File: src/rtl/time_set_ctrl_pkg.sv
// -----------------------------------------------------------------------------
// time_set_ctrl_pkg
// Shared definitions for the time-set controller and related clock-control
// blocks: FSM state encoding (2 bits), set-target encoding and the default
// hold-delay parameters.
// -----------------------------------------------------------------------------
package time_set_ctrl_pkg;

    // Set-operation FSM states
    typedef enum logic [1:0] {
        ST_IDLE     = 2'd0,  // no set operation in progress
        ST_ARM      = 2'd1,  // first step issued, counting slow strobes before repeat
        ST_REPEAT   = 2'd2,  // auto-repeat at slow or fast rate
        ST_WAIT_REL = 2'd3   // target released with other button held; wait for both low
    } state_e;

    // Which counter the current set operation drives
    typedef enum logic {
        TGT_HRS = 1'b0,
        TGT_MIN = 1'b1
    } target_e;

    // Slow-set strobes a button must stay held after a press before auto-repeat
    localparam int HOLD_DELAY_DEF = 2;
    // Width of the hold-delay counter; HOLD_DELAY must be < 2**CNT_W
    localparam int CNT_W_DEF      = 4;

endpackage : time_set_ctrl_pkg

File: src/rtl/time_set_ctrl_press_detect.sv
// -----------------------------------------------------------------------------
// press_detect
// Rising-edge detector for one debounced button level. The history register
// resets to 1, so a button already held when reset releases yields no press
// until it has been released and pressed again.
// Ports:
//   clk    in  1  system clock
//   reset  in  1  synchronous, active-high reset
//   level  in  1  debounced button level
//   press  out 1  high for the cycle in which level rises against its history
// -----------------------------------------------------------------------------
module press_detect (
    input  logic clk,
    input  logic reset,
    input  logic level,
    output logic press
);

    logic hist_r;

    // Button history register; preset to "held" so reset never creates a press
    always_ff @(posedge clk) begin
        if (reset) begin
            hist_r <= 1'b1;
        end else begin
            hist_r <= level;
        end
    end

    assign press = level & ~hist_r;

endmodule : press_detect

File: src/rtl/time_set_ctrl.sv
// -----------------------------------------------------------------------------
// time_set_ctrl
// Turns debounced set-button levels into single-cycle increment strobes for the
// hours/minutes counters: one immediate step per press, then auto-repeat while
// the button is held, at the slow or fast set rate from clk_gen. All outputs
// are registered (pulse appears one cycle after the qualifying input cycle).
// Parameters:
//   HOLD_DELAY  slow-set strobes held after a press before auto-repeat starts
//   CNT_W       hold counter width; HOLD_DELAY must be < 2**CNT_W
// Ports:
//   i_clk              in  1  system clock
//   i_reset            in  1  synchronous, active-high reset
//   i_slow_set_stb     in  1  slow auto-repeat strobe
//   i_fast_set_stb     in  1  fast auto-repeat strobe
//   i_fast_set_db      in  1  debounced fast-set level; selects fast repeat rate
//   i_set_hours_db     in  1  debounced set-hours level
//   i_set_minutes_db   in  1  debounced set-minutes level
//   o_inc_hours_stb    out 1  increment hours pulse
//   o_inc_minutes_stb  out 1  increment minutes pulse
//   o_clr_seconds_stb  out 1  zero-seconds pulse (first minutes step only)
//   o_setting          out 1  high while a set operation is in progress
// -----------------------------------------------------------------------------
module time_set_ctrl
    import time_set_ctrl_pkg::*;
#(
    parameter int HOLD_DELAY = HOLD_DELAY_DEF,
    parameter int CNT_W      = CNT_W_DEF
) (
    input  logic i_clk,
    input  logic i_reset,
    input  logic i_slow_set_stb,
    input  logic i_fast_set_stb,
    input  logic i_fast_set_db,
    input  logic i_set_hours_db,
    input  logic i_set_minutes_db,
    output logic o_inc_hours_stb,
    output logic o_inc_minutes_stb,
    output logic o_clr_seconds_stb,
    output logic o_setting
);

    localparam logic [CNT_W-1:0] HOLD_LIM = CNT_W'(HOLD_DELAY);

    // Saturating increment of the hold counter; never wraps past HOLD_LIM
    function automatic logic [CNT_W-1:0] sat_inc(input logic [CNT_W-1:0] value);
        logic [CNT_W-1:0] result;
        if (value >= HOLD_LIM) begin
            result = HOLD_LIM;
        end else begin
            result = value + {{(CNT_W-1){1'b0}}, 1'b1};
        end
        return result;
    endfunction

    state_e           state_r, state_s;
    target_e          target_r, target_s;
    logic [CNT_W-1:0] cnt_r, cnt_s;
    logic             hrs_press_s, min_press_s;
    logic             tgt_level_s, oth_level_s, rate_stb_s;
    logic             inc_hours_s, inc_minutes_s, clr_seconds_s;

    press_detect u_hours_press (
        .clk   (i_clk),
        .reset (i_reset),
        .level (i_set_hours_db),
        .press (hrs_press_s)
    );

    press_detect u_minutes_press (
        .clk   (i_clk),
        .reset (i_reset),
        .level (i_set_minutes_db),
        .press (min_press_s)
    );

    // Levels of the latched target button and of the other set button, plus the repeat-rate strobe
    always_comb begin
        if (target_r == TGT_MIN) begin
            tgt_level_s = i_set_minutes_db;
            oth_level_s = i_set_hours_db;
        end else begin
            tgt_level_s = i_set_hours_db;
            oth_level_s = i_set_minutes_db;
        end
        rate_stb_s = i_fast_set_db ? i_fast_set_stb : i_slow_set_stb;
    end

    // Next-state, hold-counter and pulse decode for the set FSM
    always_comb begin
        state_s       = state_r;
        target_s      = target_r;
        cnt_s         = cnt_r;
        inc_hours_s   = 1'b0;
        inc_minutes_s = 1'b0;
        clr_seconds_s = 1'b0;

        case (state_r)
            ST_IDLE: begin
                cnt_s = '0;
                // Minutes wins when both buttons rise in the same cycle
                if (min_press_s) begin
                    target_s      = TGT_MIN;
                    inc_minutes_s = 1'b1;
                    clr_seconds_s = 1'b1;
                    state_s       = ST_ARM;
                end else if (hrs_press_s) begin
                    target_s    = TGT_HRS;
                    inc_hours_s = 1'b1;
                    state_s     = ST_ARM;
                end else begin
                    state_s = ST_IDLE;
                end
            end

            ST_ARM: begin
                if (!tgt_level_s) begin
                    cnt_s   = '0;
                    state_s = oth_level_s ? ST_WAIT_REL : ST_IDLE;
                end else if (i_slow_set_stb) begin
                    // The HOLD_DELAY-th strobe only arms repeat; it does not pulse
                    cnt_s = sat_inc(cnt_r);
                    if (cnt_s >= HOLD_LIM) begin
                        state_s = ST_REPEAT;
                    end else begin
                        state_s = ST_ARM;
                    end
                end else begin
                    state_s = ST_ARM;
                end
            end

            ST_REPEAT: begin
                if (!tgt_level_s) begin
                    cnt_s   = '0;
                    state_s = oth_level_s ? ST_WAIT_REL : ST_IDLE;
                end else if (rate_stb_s) begin
                    // Repeats never re-clear seconds
                    if (target_r == TGT_MIN) begin
                        inc_minutes_s = 1'b1;
                    end else begin
                        inc_hours_s = 1'b1;
                    end
                end else begin
                    state_s = ST_REPEAT;
                end
            end

            ST_WAIT_REL: begin
                cnt_s = '0;
                if (!i_set_hours_db && !i_set_minutes_db) begin
                    state_s = ST_IDLE;
                end else begin
                    state_s = ST_WAIT_REL;
                end
            end

            default: begin
                cnt_s   = '0;
                state_s = ST_IDLE;
            end
        endcase
    end

    // FSM state, target, hold counter and registered outputs
    always_ff @(posedge i_clk) begin
        if (i_reset) begin
            state_r           <= ST_IDLE;
            target_r          <= TGT_HRS;
            cnt_r             <= '0;
            o_inc_hours_stb   <= 1'b0;
            o_inc_minutes_stb <= 1'b0;
            o_clr_seconds_stb <= 1'b0;
            o_setting         <= 1'b0;
        end else begin
            state_r           <= state_s;
            target_r          <= target_s;
            cnt_r             <= cnt_s;
            o_inc_hours_stb   <= inc_hours_s;
            o_inc_minutes_stb <= inc_minutes_s;
            o_clr_seconds_stb <= clr_seconds_s;
            o_setting         <= (state_s != ST_IDLE);
        end
    end

endmodule : time_set_ctrl

File: config.mk
export PLATFORM = sky130hd
export DESIGN_NAME = time_set_ctrl
export DESIGN_NICKNAME = d
export VERILOG_FILES = /design/src/rtl/time_set_ctrl_pkg.sv /design/src/rtl/time_set_ctrl_press_detect.sv /design/src/rtl/time_set_ctrl.sv
export SDC_FILE = /design/constraint.sdc
export NUM_CORES = 1
export LEC_CHECK = 0
export CORE_ASPECT_RATIO = 1.1
export CORE_MARGIN = 1.5
export CORE_UTILIZATION = 31
export CTS_BUF_LIST = sky130_fd_sc_hd__clkbuf_4
export DETAILED_ROUTE_END_ITERATION = 12
export PLACE_DENSITY_LB_ADDON = 0.05
export SETUP_SLACK_MARGIN = 0.5
export SKIP_CTS_REPAIR_TIMING = 1
export SLEW_MARGIN = 10
export SYNTH_ARGS = -nofsm -noshare
export SYNTH_HDL_FRONTEND = slang
export SYNTH_SLANG_ARGS = --single-unit
File: constraint.sdc
create_clock -name i_clk -period 5.3 [get_ports i_clk]
set_clock_uncertainty 0.15 [all_clocks]
set_input_delay 1.06 -clock i_clk [delete_from_list [all_inputs] [get_ports i_clk]]
set_output_delay 1.06 -clock i_clk [all_outputs]
set_load 0.02 [all_outputs]
# Yosys cells after proc, flatten, opt, wreduce, memory -nomap -nowiden
# Cells that the tools add are included.
totals:
  word_cells: 66
  in_bits: 7
  latch_bits: 0
  n_memories: 0
  mem_bits_rw: 0
  ff_bits: 13
  mem_bits_ro: 0
  output_inout_bits: 4
op_classes:
  magnitude_cmp: 2
  reduce_logical: 10
  add_sub_neg: 1
  shifts: 0
  div: 0
  n_mul: 0
  n_mux: 34
  n_eq_ne: 5
  n_bitwise: 5
ops:
  columns: ["op", "count"]
  rows:
  - ["$mux W4", 7]
  - ["$mux W1", 16]
  - ["$mux W2", 7]
  - ["$pmux W4 S3", 1]
  - ["$ge A4 B2 Y1 const B", 2]
  - ["$pmux W2 S4", 1]
  - ["$add A4 B1 Y4 const B", 1]
  - ["$eq A2 B2 Y1 const B", 2]
  - ["$pmux W1 S2", 2]
  - ["$reduce_and A2 Y1", 2]
  - ["$reduce_bool A2 Y1", 2]
  - ["$reduce_or A2 Y1", 2]
  - ["$ne A3 B3 Y1 const B", 1]
  - ["$not A1 Y1", 3]
  - ["$and A1 B1 Y1", 2]
  - ["$eq A2 B1 Y1 const B", 1]
  - ["$logic_not A1 Y1", 2]
  - ["$logic_not A2 Y1", 1]
  - ["$ne A2 B2 Y1 const B", 1]
  - ["$logic_and A1 B1 Y1", 1]

# Depth between registers and ports, before layout
# Gate-level depths: netlist of the first run.
depth:
  word_depth: 11
  mapped_depth: 5

# By module
# Synthesis of the first run repeated with hierarchy kept, for this count alone.
hier_totals:
  hier_cells: 65
  hier_area_um2: 610.6
by_module_without_submodules:
  columns: ["mod", "cells_each", "seq_area_each_um2", "area_each_um2", "instances"]
  rows:
  - ["time_set_ctrl", 59, 220.2, 545.5, 1]
  - ["press_detect", 3, 20.0, 32.5, 2]

# Least setup slack after synthesis of the first run
# Ideal clock, no wire load.
synth_timing:
  path_type: "input to register"
  from: "input port i_set_hours_db"
  to: "register o_inc_hours_stb"
  setup_time_ns: 0.070
  arrival_ns: 1.791
  slack_ns: 3.289
  path_buffers: 0
  cell_stages: 3
  path_cell_list: "or4b_1 > or2_0 > a21oi_1"
synth_via:
  elab_chain_cells: 4
synth_rtl:
  columns: ["item", "line_no", "source"]
  rows:
  - ["start: declaration", "time_set_ctrl.sv:34", "input logic i_set_hours_db,"]
  - ["$and A1 B1 Y1", "time_set_ctrl_press_detect.sv:30", "assign press = level & ~hist_r;"]
  - ["$mux W1", "time_set_ctrl.sv:106", "end else if (hrs_press_s) begin"]
  - ["$mux W1", "time_set_ctrl.sv:101", "if (min_press_s) begin"]
  - ["$pmux W1 S2 (*)", "time_set_ctrl.sv:97", "case (state_r)"]
  - ["end signal: assignment", "time_set_ctrl.sv:178", "o_inc_hours_stb <= inc_hours_s;"]
  - ["end: declaration", "time_set_ctrl.sv:36", "output logic o_inc_hours_stb,"]
# Mark *: on every way between the ends. The rest lies on a longest branch, timed or not.
# A chain may end at the register's enable or synchronous reset.

# Worst setup path in the final report of the first run
# Ends and elaborated chain as after synthesis.

==> flow_metrics.env, run 1 <==
export IMPL_crit_family="simple AND/OR/NAND/NOR gates"
export IMPL_p_per_area_mw_per_mm2=256
export IMPL_firstDrtPassIters=3
export IMPL_critical_path_peak_fanout=9
export IMPL_cts_root_buf="clkbuf_4"
export IMPL_syn_instance_count=66
export IMPL_dp_hpwl_um=1010
export IMPL_num_vias=558
export IMPL_max_freq_mhz=416
export IMPL_drive_gt1_share_pct=12.8
export IMPL_synth_common_cells="13 x dfxtp_1, 4 x a21oi_1, 4 x nor2b_1, 4 x o21ai_0"
export IMPL_core_area_mm2=0.00198
export IMPL_first_iter_violations=1
export IMPL_crit_chain="clkdlybuf4s50_1 -> or4b_1 -> or2_0 -> a21oi_1"
export IMPL_grt_pass1_vias=531
export IMPL_fillers=217
export IMPL_yosysUniqueCellTypes=31
export IMPL_reg2reg_to="state_r[0]"
export IMPL_relSlewSlack_pct=72.8
export IMPL_vias_per_cell=5.26
export IMPL_cap_violations=0
export IMPL_drtAntennaViolNets=0
export IMPL_pre_cts_slack_ps=2610
export IMPL_ir_worst_vdd_mv=0.136
export IMPL_fp_dieW_um=46.3
export IMPL_yosys_top_cells_area="dfxtp_1 41%, o2111ai_1 4.1%, ha_1 3.9%"
export IMPL_layout_nets=88
export IMPL_cts_buffers=3
export IMPL_clk_latency_ps=270
export IMPL_period_share_pct=45.4
export IMPL_rsz0062_at_grt="false"
export IMPL_area_growth_pct=23.3
export IMPL_die_area_mm2=0.00234
export IMPL_placementRows=17
export IMPL_yosysMostFrequentCell="dfxtp_1"
export IMPL_critical_path_required_ps=5360
export IMPL_worstMarginPinSlew_ps=408
export IMPL_hold_violations=0
export IMPL_antenna_found_initial=0
export IMPL_tns_ps=0
export IMPL_ff2ff_path_depth=5
export IMPL_syn_cell_area_um2=639
export IMPL_yosysWarningCount=0
export IMPL_ctsLongestPathBuffers=2
export IMPL_status="finished clean"
export IMPL_cpMaxStageDelayCell="clkdlybuf4s50_1"
export IMPL_synth_edff_count=0
export IMPL_antenna_cells=0
export IMPL_drc=0
export IMPL_ys_seq_elements=13
export IMPL_fin_util_pct=39.8
export IMPL_endpoint="o_inc_hours_stb"
export IMPL_path_clk_slew_ps=80
export IMPL_synth_nets=75
export IMPL_initial_core_util_pct=32.3
export IMPL_p_total_w=0.000202
export IMPL_die_h_um=50.6
export IMPL_wl_um=1320
export IMPL_grt_pass1_wl_um=2260
export IMPL_p_leak_nw=0.291
export IMPL_cp_start_kind="input pin"
export IMPL_setup_slack_ps=2890
export IMPL_path_buf_inv=1
export IMPL_critPathLaunch="i_set_hours_db"
export IMPL_fin_crit_ps=2410
export IMPL_async_flop_share_pct=0
export IMPL_globalplace_congestion=0.752
export IMPL_hold_class="reg -> reg"
export IMPL_grt_max_degree=11
export IMPL_post_drt_wl_per_cell_um=12.4
export IMPL_finalHoldWorstSlack_ps=361
export IMPL_critical_path_endpoint_type="register"
export IMPL_seq_area_frac_synth_pct=40.7
export IMPL_cts_tree="yes"
export IMPL_yosysTopAreaCell="dfxtp_1"
export IMPL_synth_flop_cell="dfxtp_1"
export IMPL_slowest_delay_ps=610
export IMPL_r2r_slack_ps=3550
export IMPL_port_buffers=10
export IMPL_setup_viol=0
export IMPL_grt_ovfl_total=0
export IMPL_criticalPathCategory="in -> reg"
export IMPL_synth_top_cell_area_share_pct=40.7
export IMPL_slew_violations=0
export IMPL_globalRouteTotalUtil_pct=13.8
export IMPL_cp_depth=4
export IMPL_syn_area_per_cell_um2=9.69
export IMPL_r2r_start="cnt_r[0]"
export IMPL_cts_sinks=13
export IMPL_h_tree_depth=1
export IMPL_crit_arrival_ps=2470
export IMPL_ioPinCount=11
flip-flops by register name, indices dropped and copies added, names as in the netlist:
| register | count |
|---|---|
| o_setting | 1 |
| cnt_r | 4 |
| u_minutes_press.hist_r | 1 |
| state_r | 2 |
| o_clr_seconds_stb | 1 |
| o_inc_hours_stb | 1 |
| target_r | 1 |
| o_inc_minutes_stb | 1 |
| u_hours_press.hist_r | 1 |
worst reg2reg max path, cell delays in order, from the launching register on:
cell      delay [ps]
dfxtp_1          380
inv_1             60
ha_1             200
or4_4            420
o311a_1          320
o221ai_2         150
worst min path at each step:
stage | start | to | depth (start not counted)
6_report | cnt_r[3] | cnt_r[3] | 1
3_5_place_dp | cnt_r[3] | cnt_r[3] | 1
5_1_grt | cnt_r[3] | cnt_r[3] | 1
2_1_floorplan | cnt_r[0] | cnt_r[0] | 1
4_1_cts | cnt_r[3] | cnt_r[3] | 1
3_3_place_gp | cnt_r[3] | cnt_r[3] | 1
kinds of logic after synthesis:
family                     after synthesis  synth area share, %
DFF                                     13                 40.7
muxes                                    3                 5.09
buffers and inverters                    5                 4.30
AOI/OAI and AO/OA                       21                 23.7
adders and majority gates                2                 3.91
and+or+nand+nor                         22                 22.3
layout by cell type (no fill, tap or decap), types with 2 or more instances in the layout:
master / instances
clkbuf_4: 4
clkdlybuf4s50_1: 10
a21oi_1: 4
and3_1: 2
or2_2: 2
mux2_2: 2
o21ai_0: 4
o2111ai_1: 3
nor2_1: 3
nor3b_1: 3
ha_1: 2
o211ai_1: 3
nor2b_1: 4
dfxtp_1: 13
inv_1: 3
power breakdown:
part / internal [W] / switching [W] / leakage [nW] / total (W)
registers: 0.000102 / 0.00000460 / 0.106 / 0.000107
clock network: 0.0000343 / 0.0000314 / 0.0184 / 0.0000657
logic: 0.0000146 / 0.0000148 / 0.166 / 0.0000294
per-layer routing:
| layer | track usage (%) | share of wire [%] | vias to the layer above |
|---|---|---|---|
| met1 | 15.6 | 45 | 265 |
| met2 | 21.3 | 49 | 8 |
| met4 | 8.10 | 2.1 | 0 |
| li1 | - | - | 281 |
| met5 | 0 | 0 | - |
| met3 | 5.40 | 3.9 | 4 |
metrics by stage:
| stage | cells | area [um^2] |
|---|---|---|
| 2_1_floorplan | 66 | 639 |
| 3_3_place_gp | 102 | 758 |
| 3_5_place_dp | 102 | 758 |
| 4_1_cts | 106 | 788 |
| 5_1_grt | 106 | 788 |
| 6_report | 106 | 788 |
area by class of cell:
cell class,instances,area (um^2),share of cell area [%]
flip-flops and latches,13,260,33.0
clock buffers,4,30.0,3.81
repair buffers,10,100,12.7
multi-input cells,48,352,44.6
inverters,3,11.3,1.43
well taps,28,35.0,4.44
Note: power is estimated with default switching activity, not from simulation.
==> inputs of run 2 (changes only) <==
Clock period 5.3 ns to 2.41 ns, I/O delays scaled along.
==> flow_metrics.env, run 2 (synthesized netlist as in run 1, its figures left out) <==
export IMPL_grt_pass1_vias=531
export IMPL_first_iter_violations=1
export IMPL_firstDrtPassIters=3
export IMPL_drive_gt1_share_pct=12.8
export IMPL_slowest_delay_ps=590
export IMPL_busiest_layer="met2"
export IMPL_tns_ps=0
export IMPL_core_area_mm2=0.00198
export IMPL_holdPathStages=1
export IMPL_port_buffers=10
export IMPL_ioPinCount=11
export IMPL_hold_end="cnt_r[3]"
export IMPL_critical_path_endpoint_type="output port"
export IMPL_rsz0062_at_grt="false"
export IMPL_largest_registers="cnt_r (4), state_r (2)"
export IMPL_grt_max_degree=11
export IMPL_use_met2_pct=21.3
export IMPL_grt_pass1_wl_um=2260
export IMPL_setup_viol=0
export IMPL_cts_tree="yes"
export IMPL_period_share_pct=75.3
export IMPL_crit_chain="clkdlybuf4s50_1"
export IMPL_clkPwrFrac_pct=32.7
export IMPL_globalplace_congestion=0.752
export IMPL_post_drt_wl_per_cell_um=12.3
export IMPL_ctsLongestPathBuffers=2
export IMPL_swShare_pct=25.2
export IMPL_intPower_w=0.000332
export IMPL_mostFrequentLayoutCells="13 x dfxtp_1, 9 x clkdlybuf4s50_1"
export IMPL_crit_family="buffers and inverters"
export IMPL_grt_use_met1_pct=15.6
export IMPL_vias_per_cell=5.25
export IMPL_path_clk_slew_ps=80
export IMPL_globalRouteTotalUtil_pct=13.8
export IMPL_hold_start="cnt_r[3]"
export IMPL_dp_hpwl_um=1010
export IMPL_drtAntennaViolNets=0
export IMPL_slew_violations=0
export IMPL_cts_sinks=13
export IMPL_h_tree_depth=1
export IMPL_layout_nets=88
export IMPL_combPwrFrac_pct=14.5
export IMPL_num_vias=557
export IMPL_criticalPathCategory="reg -> out"
export IMPL_crit_arrival_ps=1180
export IMPL_largest_register_ffs=4
export IMPL_r2r_slack_ps=650
export IMPL_r2r_start="cnt_r[0]"
export IMPL_cts_root_buf="clkbuf_4"
export IMPL_relSlewSlack_pct=72.8
export IMPL_final_common_cell="dfxtp_1"
export IMPL_place_area_um2=758
export IMPL_placementRows=17
export IMPL_p_per_area_mw_per_mm2=561
export IMPL_initial_core_util_pct=32.3
export IMPL_status="finished clean"
export IMPL_area_growth_pct=23.7
export IMPL_critical_path_peak_fanout=1
export IMPL_path_buf_inv=1
export IMPL_worstMarginPinSlew_ps=408
export IMPL_p_sw_w=0.000112
export IMPL_reg2reg_to="state_r[0]"
export IMPL_fin_crit_ps=1810
export IMPL_die_area_mm2=0.00234
export IMPL_p_leak_nw=0.303
export IMPL_max_freq_mhz=551
export IMPL_grt_ovfl_total=0
export IMPL_die_h_um=50.6
export IMPL_critPathLaunch="o_clr_seconds_stb"
export IMPL_drc=0
export IMPL_top_register="cnt_r"
export IMPL_use_met3_pct=5.40
export IMPL_clk_latency_ps=280
export IMPL_cts_buffers=3
export IMPL_antenna_found_initial=0
export IMPL_hold_violations=0
export IMPL_fp_dieW_um=46.3
export IMPL_critical_path_required_ps=1780
export IMPL_design_area_um2=791
export IMPL_ff2ff_path_depth=5
export IMPL_antenna_cells=0
export IMPL_cpMaxStageDelayCell="clkdlybuf4s50_1"
export IMPL_ir_worst_vdd_mv=0.299
export IMPL_cp_start_kind="register"
export IMPL_seqPwrFrac_pct=52.8
export IMPL_hold_class="reg -> reg"
export IMPL_cap_violations=0
export IMPL_wl_um=1300
export IMPL_fillers=216
==> run 2: worst max path at each step <==
| stage | slack (ps) | cells past startpoint | to |
|---|---|---|---|
| 3_5_place_dp | 300 | 4 | o_inc_hours_stb |
| 4_1_cts | 580 | 1 | o_clr_seconds_stb |
| 3_3_place_gp | 320 | 4 | o_inc_hours_stb |
| 2_1_floorplan | 740 | 5 | state_r[0] |
| 5_1_grt | 540 | 1 | o_inc_hours_stb |
| 6_report | 600 | 1 | o_clr_seconds_stb |
==> run 2: power by group through the flow <==
stage | clock network (W) | logic [W] | registers (W)
finish | 0.000145 | 0.0000645 | 0.000234
global route | 0.000165 | 0.0000727 | 0.000237
CTS | 0.000153 | 0.0000656 | 0.000235
detailed placement | 0 | 0.0000653 | 0.000240
global placement | 0 | 0.0000657 | 0.000240
floorplan | 0 | 0.0000401 | 0.000238
==> run 2: layout make-up <==
cell class	instances	area, um^2	share of cell area [%]
clock buffers	4	30.0	3.80
inverters	3	11.3	1.42
multi-input cells	48	352	44.5
flip-flops and latches	13	260	32.9
well taps	28	35.0	4.43
repair buffers	10	103	13.0
==> run 2: routing by layer <==
layer	wire [um]	up-vias	part of all wire [%]
li1	-	281	-
met1	585	264	45
met2	637	8	49
met3	51	4	3.9
met4	27	0	2.1
met5	0	-	0
==> run 2: per-stage QoR <==
step	utilization [%]	instances	setup slack (ps)	hold slack (ps)	total power, W
finish	40.0	106	596	361	0.000444
global route	40.0	106	538	368	0.000474
CTS	39.8	106	579	366	0.000453
detailed placement	38.3	102	297	351	0.000305
global placement	38.3	102	315	357	0.000306
floorplan	-	66	743	318	0.000278
